## config.mk

```make
export PLATFORM = sky130hd
export DESIGN_NAME = cmsdk_ahb_addr_trace
export DESIGN_NICKNAME = d
export VERILOG_FILES = /design/src/rtl/cmsdk_ahb_addr_trace.sv
export SDC_FILE = /design/constraint.sdc
export NUM_CORES = 1
export LEC_CHECK = 0
export BUFFER_PORTS_ARGS = -buffer_cell sky130_fd_sc_hd__buf_2
export CORE_MARGIN = 10
export CORE_UTILIZATION = 60
export DETAILED_ROUTE_END_ITERATION = 7
export GPL_TIMING_DRIVEN = 0
export PLACE_DENSITY = 0.78
export SYNTH_ARGS = -nofsm -noshare
export SYNTH_HDL_FRONTEND = slang
export SYNTH_SLANG_ARGS = --single-unit
```

## constraint.sdc

```tcl
create_clock -name HCLK -period 5.7 [get_ports HCLK]
set_input_delay 1.14 -clock HCLK [delete_from_list [all_inputs] [get_ports HCLK]]
set_output_delay 1.14 -clock HCLK [all_outputs]
set_load 0.1 [all_outputs]
```

## src/rtl/cmsdk_ahb_addr_trace.sv

```systemverilog
// cmsdk_ahb_addr_trace
// Passive AHB-Lite address-phase tracer. Every accepted transfer (NONSEQ/SEQ
// with HREADY high) whose address lies inside [ADDR_LO, ADDR_HI] is pushed
// into a small register FIFO. A debug host drains the FIFO over a valid/ready
// stream. The tracer never drives the bus and never back-pressures it: a push
// into a full FIFO without a simultaneous pop is dropped and counted.
//
// Optional build macro: ARM_CMSDK_TRACE_TSTAMP_EN
//   defined   -> a free-running 16-bit cycle counter is stored with each record
//                and presented on trace_tstamp
//   undefined -> no counter, no timestamp storage, trace_tstamp = 16'h0000
module cmsdk_ahb_addr_trace #(
  parameter int          DEPTH_LOG2 = 4,
  parameter logic [31:0] ADDR_LO    = 32'h0000_0000,
  parameter logic [31:0] ADDR_HI    = 32'hFFFF_FFFF
) (
  input  logic                  HCLK,
  input  logic                  HRESETn,
  input  logic [31:0]           HADDR,
  input  logic [1:0]            HTRANS,
  input  logic                  HWRITE,
  input  logic [2:0]            HSIZE,
  input  logic                  HREADY,
  input  logic                  trace_en,
  input  logic                  trace_clear,
  output logic                  trace_valid,
  input  logic                  trace_ready,
  output logic [31:0]           trace_addr,
  output logic                  trace_write,
  output logic [2:0]            trace_size,
  output logic [15:0]           trace_tstamp,
  output logic [DEPTH_LOG2:0]   trace_count,
  output logic                  trace_overflow,
  output logic [15:0]           trace_drops
);

  localparam int                   DEPTH    = 1 << DEPTH_LOG2;
  localparam logic [DEPTH_LOG2-1:0] PTR_ONE = DEPTH_LOG2'(1);
  localparam logic [DEPTH_LOG2:0]   CNT_ONE  = (DEPTH_LOG2+1)'(1);
  localparam logic [DEPTH_LOG2:0]   CNT_FULL = (DEPTH_LOG2+1)'(DEPTH);

  logic [DEPTH_LOG2-1:0] r_wr_ptr;
  logic [DEPTH_LOG2-1:0] r_rd_ptr;
  logic [DEPTH_LOG2:0]   r_count;
  logic                  r_overflow;
  logic [15:0]           r_drops;

  logic [31:0] r_mem_addr  [DEPTH];
  logic        r_mem_write [DEPTH];
  logic [2:0]  r_mem_size  [DEPTH];

  logic [32:0] w_lo_diff;
  logic [32:0] w_hi_diff;
  logic        w_in_win;
  logic        w_cap;
  logic        w_empty;
  logic        w_full;
  logic        w_pop;
  logic        w_push;
  logic        w_drop;
  logic        w_unused;

  // Window test done as 33-bit borrows so the default full-range window
  // does not collapse into constant comparisons.
  assign w_lo_diff = {1'b0, HADDR} - {1'b0, ADDR_LO};
  assign w_hi_diff = {1'b0, ADDR_HI} - {1'b0, HADDR};
  assign w_in_win  = ~w_lo_diff[32] & ~w_hi_diff[32];

  // HTRANS[1] alone separates NONSEQ/SEQ from IDLE/BUSY.
  assign w_cap   = trace_en & HREADY & HTRANS[1] & w_in_win;
  assign w_empty = (r_count == '0);
  assign w_full  = (r_count == CNT_FULL);
  assign w_pop   = ~w_empty & trace_ready;
  // A pop in the same cycle frees a slot, so a full FIFO still accepts.
  assign w_push  = w_cap & (~w_full | w_pop);
  assign w_drop  = w_cap & w_full & ~w_pop;

  assign w_unused = ^{HTRANS[0], w_lo_diff[31:0], w_hi_diff[31:0]};

  // FIFO pointers, occupancy and drop status; clear overrides push/pop.
  always_ff @(posedge HCLK) begin
    if (!HRESETn || trace_clear) begin
      r_wr_ptr   <= '0;
      r_rd_ptr   <= '0;
      r_count    <= '0;
      r_overflow <= 1'b0;
      r_drops    <= '0;
    end else begin
      if (w_push) r_wr_ptr <= r_wr_ptr + PTR_ONE;
      if (w_pop)  r_rd_ptr <= r_rd_ptr + PTR_ONE;
      if (w_push && !w_pop) begin
        r_count <= r_count + CNT_ONE;
      end else if (!w_push && w_pop) begin
        r_count <= r_count - CNT_ONE;
      end
      if (w_drop) begin
        r_overflow <= 1'b1;
        if (r_drops != 16'hFFFF) r_drops <= r_drops + 16'd1;
      end
    end
  end

  // Record storage; data slots need no reset because occupancy guards them.
  always_ff @(posedge HCLK) begin
    if (w_push && !trace_clear) begin
      r_mem_addr[r_wr_ptr]  <= HADDR;
      r_mem_write[r_wr_ptr] <= HWRITE;
      r_mem_size[r_wr_ptr]  <= HSIZE;
    end
  end

`ifdef ARM_CMSDK_TRACE_TSTAMP_EN
  logic [15:0] r_tstamp;
  logic [15:0] r_mem_ts [DEPTH];

  // Free-running cycle counter; only reset clears it, not trace_clear.
  always_ff @(posedge HCLK) begin
    if (!HRESETn) begin
      r_tstamp <= '0;
    end else begin
      r_tstamp <= r_tstamp + 16'd1;
    end
  end

  // Timestamp slot written alongside the rest of the record.
  always_ff @(posedge HCLK) begin
    if (w_push && !trace_clear) begin
      r_mem_ts[r_wr_ptr] <= r_tstamp;
    end
  end

  assign trace_tstamp = w_empty ? 16'h0000 : r_mem_ts[r_rd_ptr];
`else
  assign trace_tstamp = 16'h0000;
`endif

  assign trace_valid    = ~w_empty;
  assign trace_addr     = w_empty ? 32'h0 : r_mem_addr[r_rd_ptr];
  assign trace_write    = w_empty ? 1'b0  : r_mem_write[r_rd_ptr];
  assign trace_size     = w_empty ? 3'b0  : r_mem_size[r_rd_ptr];
  assign trace_count    = r_count;
  assign trace_overflow = r_overflow;
  assign trace_drops    = r_drops;

endmodule

```

==> qor.yml <==
outcome:
  outcome: "finished, final reports clean"
worst_setup_path:
  cp-start-kind: "flip-flop"
  crit_fanout: 10
  slowest_delay_ns: 0.80
  arrival_ns: 4.20
  crit_slowest_cell: "buf_1"
  crit_path_end_kind: "output pin"
  required_ns: 4.56
  path_cells: "clkbuf_1 > clkbuf_1 > buf_1 > mux4_2 > mux2i_1 > o22ai_1 > buf_2"
  cpMostUsedCell: "clkbuf_1"
  cp_top_family: "buffers and inverters"
  criticalPathCategory: "flip-flop to output pin"
  cp.buffers_inverters: 4
route:
  avgViaCountPerCell: 6.29
  post_drt_wl_per_cell_microns: 27.8
  drc_errors: 0
  wl_mm: 51.8
  drt_iter0_markers: 1479
  num_vias: 11700
  drt_pre_antenna_iters: 5
  ant_nets: 0
power_and_ir_drop:
  p_per_area_mw_per_mm2: 352
  p_leak_nw: 8.47
  finalPower_w: 0.00954
  ir_worst_vdd_mv: 0.305
floorplan:
  die_y_microns: 218
  io_pins: 119
  fp.dieArea_sq_mm: 0.0476
  start_util_pct: 60.9
  core-area_sq_mm: 0.0387
  core.rowCount: 72
  die_w_microns: 218
clocking:
  h-tree-depth: 2
  ctsRootBufferMaster: "clkbuf_16"
  clkSlewWorstSetupHoldPaths_ns: 0.06
  cts_tree: "done"
  hold_buffers: 0
  clock_sinks: 610
  post-cts-setup-buffers: 0
  insertion_delay_ns: 0.60
  clock_path_buffers: 3
  ctsResizeCount: 0
  numCtsBuffers: 56
run:
  cap_violations: 0
placed_design:
  dp_hpwl_mm: 31.9
  gp_congestion: 0.763
  io_buffers: 101
  post-place-ws_ns: 1.02
  dp.cells: 1764
finish:
  n_fill_cell: 2355
  mostFrequentLayoutCells: "576 x edfxtp_1, 144 x mux4_2, 107 x buf_2"
  n_antenna_cell: 0
  final_common_cell: "edfxtp_1"
  drive_above_1_share_pct: 29.7
  fin_nets: 1359
  fin_cells: 1867
  area_delta_synth_final_pct: 15.0
sta:
  rsz0062_at_grt: "false"
  fin_crit_sh_pct: 93.7
  fmax_ghz: 0.187
  fin_crit_ns: 5.34
  tns_ns: 0
  finalSetupViolCount: 0
  max_slew_margin_pct: 22.3
  hold_viol: 0
  setup_ws_ns: 0.362
  tightest_slew_ns: 1.17
  finClkSkew_ns: 0.0159
  final_max_slew_viol_count: 0
  whs_ns: 0.446
synthesis:
  ys_async_sr_fraction_pct: 0
  synth_warnings: 0
  synth_area_per_cell_sq_um: 21.4
  yosys.area.top_type: "edfxtp_1"
  synth_area_sq_mm: 0.0236
  synth-main-ff-cell: "edfxtp_1"
  netlist_instances: 1102
  synth-edff-count: 576
  yosys.area.top_type_share_pct: 73.3
  synthTopCellsByArea: "edfxtp_1 73%, mux4_2 14%, mux2i_1 3.1%, dfxtp_1 2.9%, o22ai_1 0.95%"
  ys_seq_area_share_pct: 76.2
  synth.distinct_cells: 41
  ys_seq_elements: 610
global_routing:
  track_usage_pct: 22.2
  grt_pass1_wl_mm: 78.4
  grt_max_degree: 22
  globalRoute.totalOverflow: 0
  antenna_found_initial: 1
  grt_pass1_vias: 12300
min_path:
  hp-class: "flip-flop to flip-flop"
==> cell type report <==
cell class	count	area (sq um)	area share, %
sequential	610	18000	66.3
multi-input combinational	424	5380	19.8
clock buffer	71	1490	5.50
timing repair buffer	129	926	3.41
tap	518	648	2.39
buffer	75	364	1.34
clock inverter	32	299	1.10
inverter	8	30.0	0.111
==> power breakdown <==
part           internal (W)  switching [W]  total [W]  leakage, nW
logic              0.000206       0.000741   0.000947         2.13
registers           0.00491     0.00000674    0.00491         5.45
clock network       0.00211        0.00156    0.00368        0.884
==> tightest hold or removal path, stage by stage, from the launching register on <==
cell     delay, ns
dfxtp_1       0.30
inv_1         0.05
a21oi_1       0.05
==> cells in the mapped netlist, drive strengths merged (2+ instances only) <==
cell type  number
o21ai           3
inv             8
clkbuf         39
nor2b           2
a21oi           8
or3             2
nor3           11
nand4           5
and3            3
xor2            6
xnor2          15
edfxtp        576
ha             10
nor2           38
and4            4
mux2i          74
nor4            4
nand2          15
o22ai          36
nor4b           3
nand2b          5
buf            36
a21o            2
mux4          144
dfxtp          34
nand3          10
==> cell families after synthesis <==
logic type      after synthesis  share of synthesized area, %
mux                         218                          16.9
other cells                   1                        0.0159
flops                       610                          76.2
simple gates                105                          2.42
buf+inv                      83                          1.67
compound gates               53                          1.39
xor+xnor                     21                         0.780
fa+ha+maj                    11                         0.615
==> metal layers <==
metal  share of wire [%]  vias to the layer above  track usage, %  routed length, microns
met5               0.025                        -               0                      13
met4                 2.3                        2            6.02                    1200
met3                 7.3                       89            3.96                    3770
met2                  51                      532            36.3                   26500
met1                  39                     6184            30.5                   20400
li1                    -                     4939               -                       -
==> flip-flops by register name, summed over array words and instances, names as in the netlist, named ones only <==
register / count
r_mem_size: 48
trace_drops: 16
r_mem_addr: 512
trace_overflow: 1
r_rd_ptr: 4
trace_count: 5
r_wr_ptr: 4
r_mem_write: 16
==> stage by stage <==
step                      cell area [sq um]  util (%)
after floorplan                       23600         -
after global placement                24800      64.0
after detailed placement              25300      65.4
after CTS                             27100      70.0
after global routing                  27100      70.0
final                                 27100      70.0
==> worst paths after layout <==
path	slack, ns	end	depth (start not counted)	start
worst max-delay path	0.36	trace_addr[31]	7	flip-flop
worst min-delay path	0.45	trace_overflow$_SDFFE_PP0P_	2	trace_overflow$_SDFFE_PP0P_
worst max register to register	2.53	trace_count[4]$_SDFFE_PP0P_	12	trace_count[0]$_SDFFE_PP0P_
worst min register to register	0.45	trace_overflow$_SDFFE_PP0P_	2	trace_overflow$_SDFFE_PP0P_
Note: power is estimated with default switching activity, not from simulation.
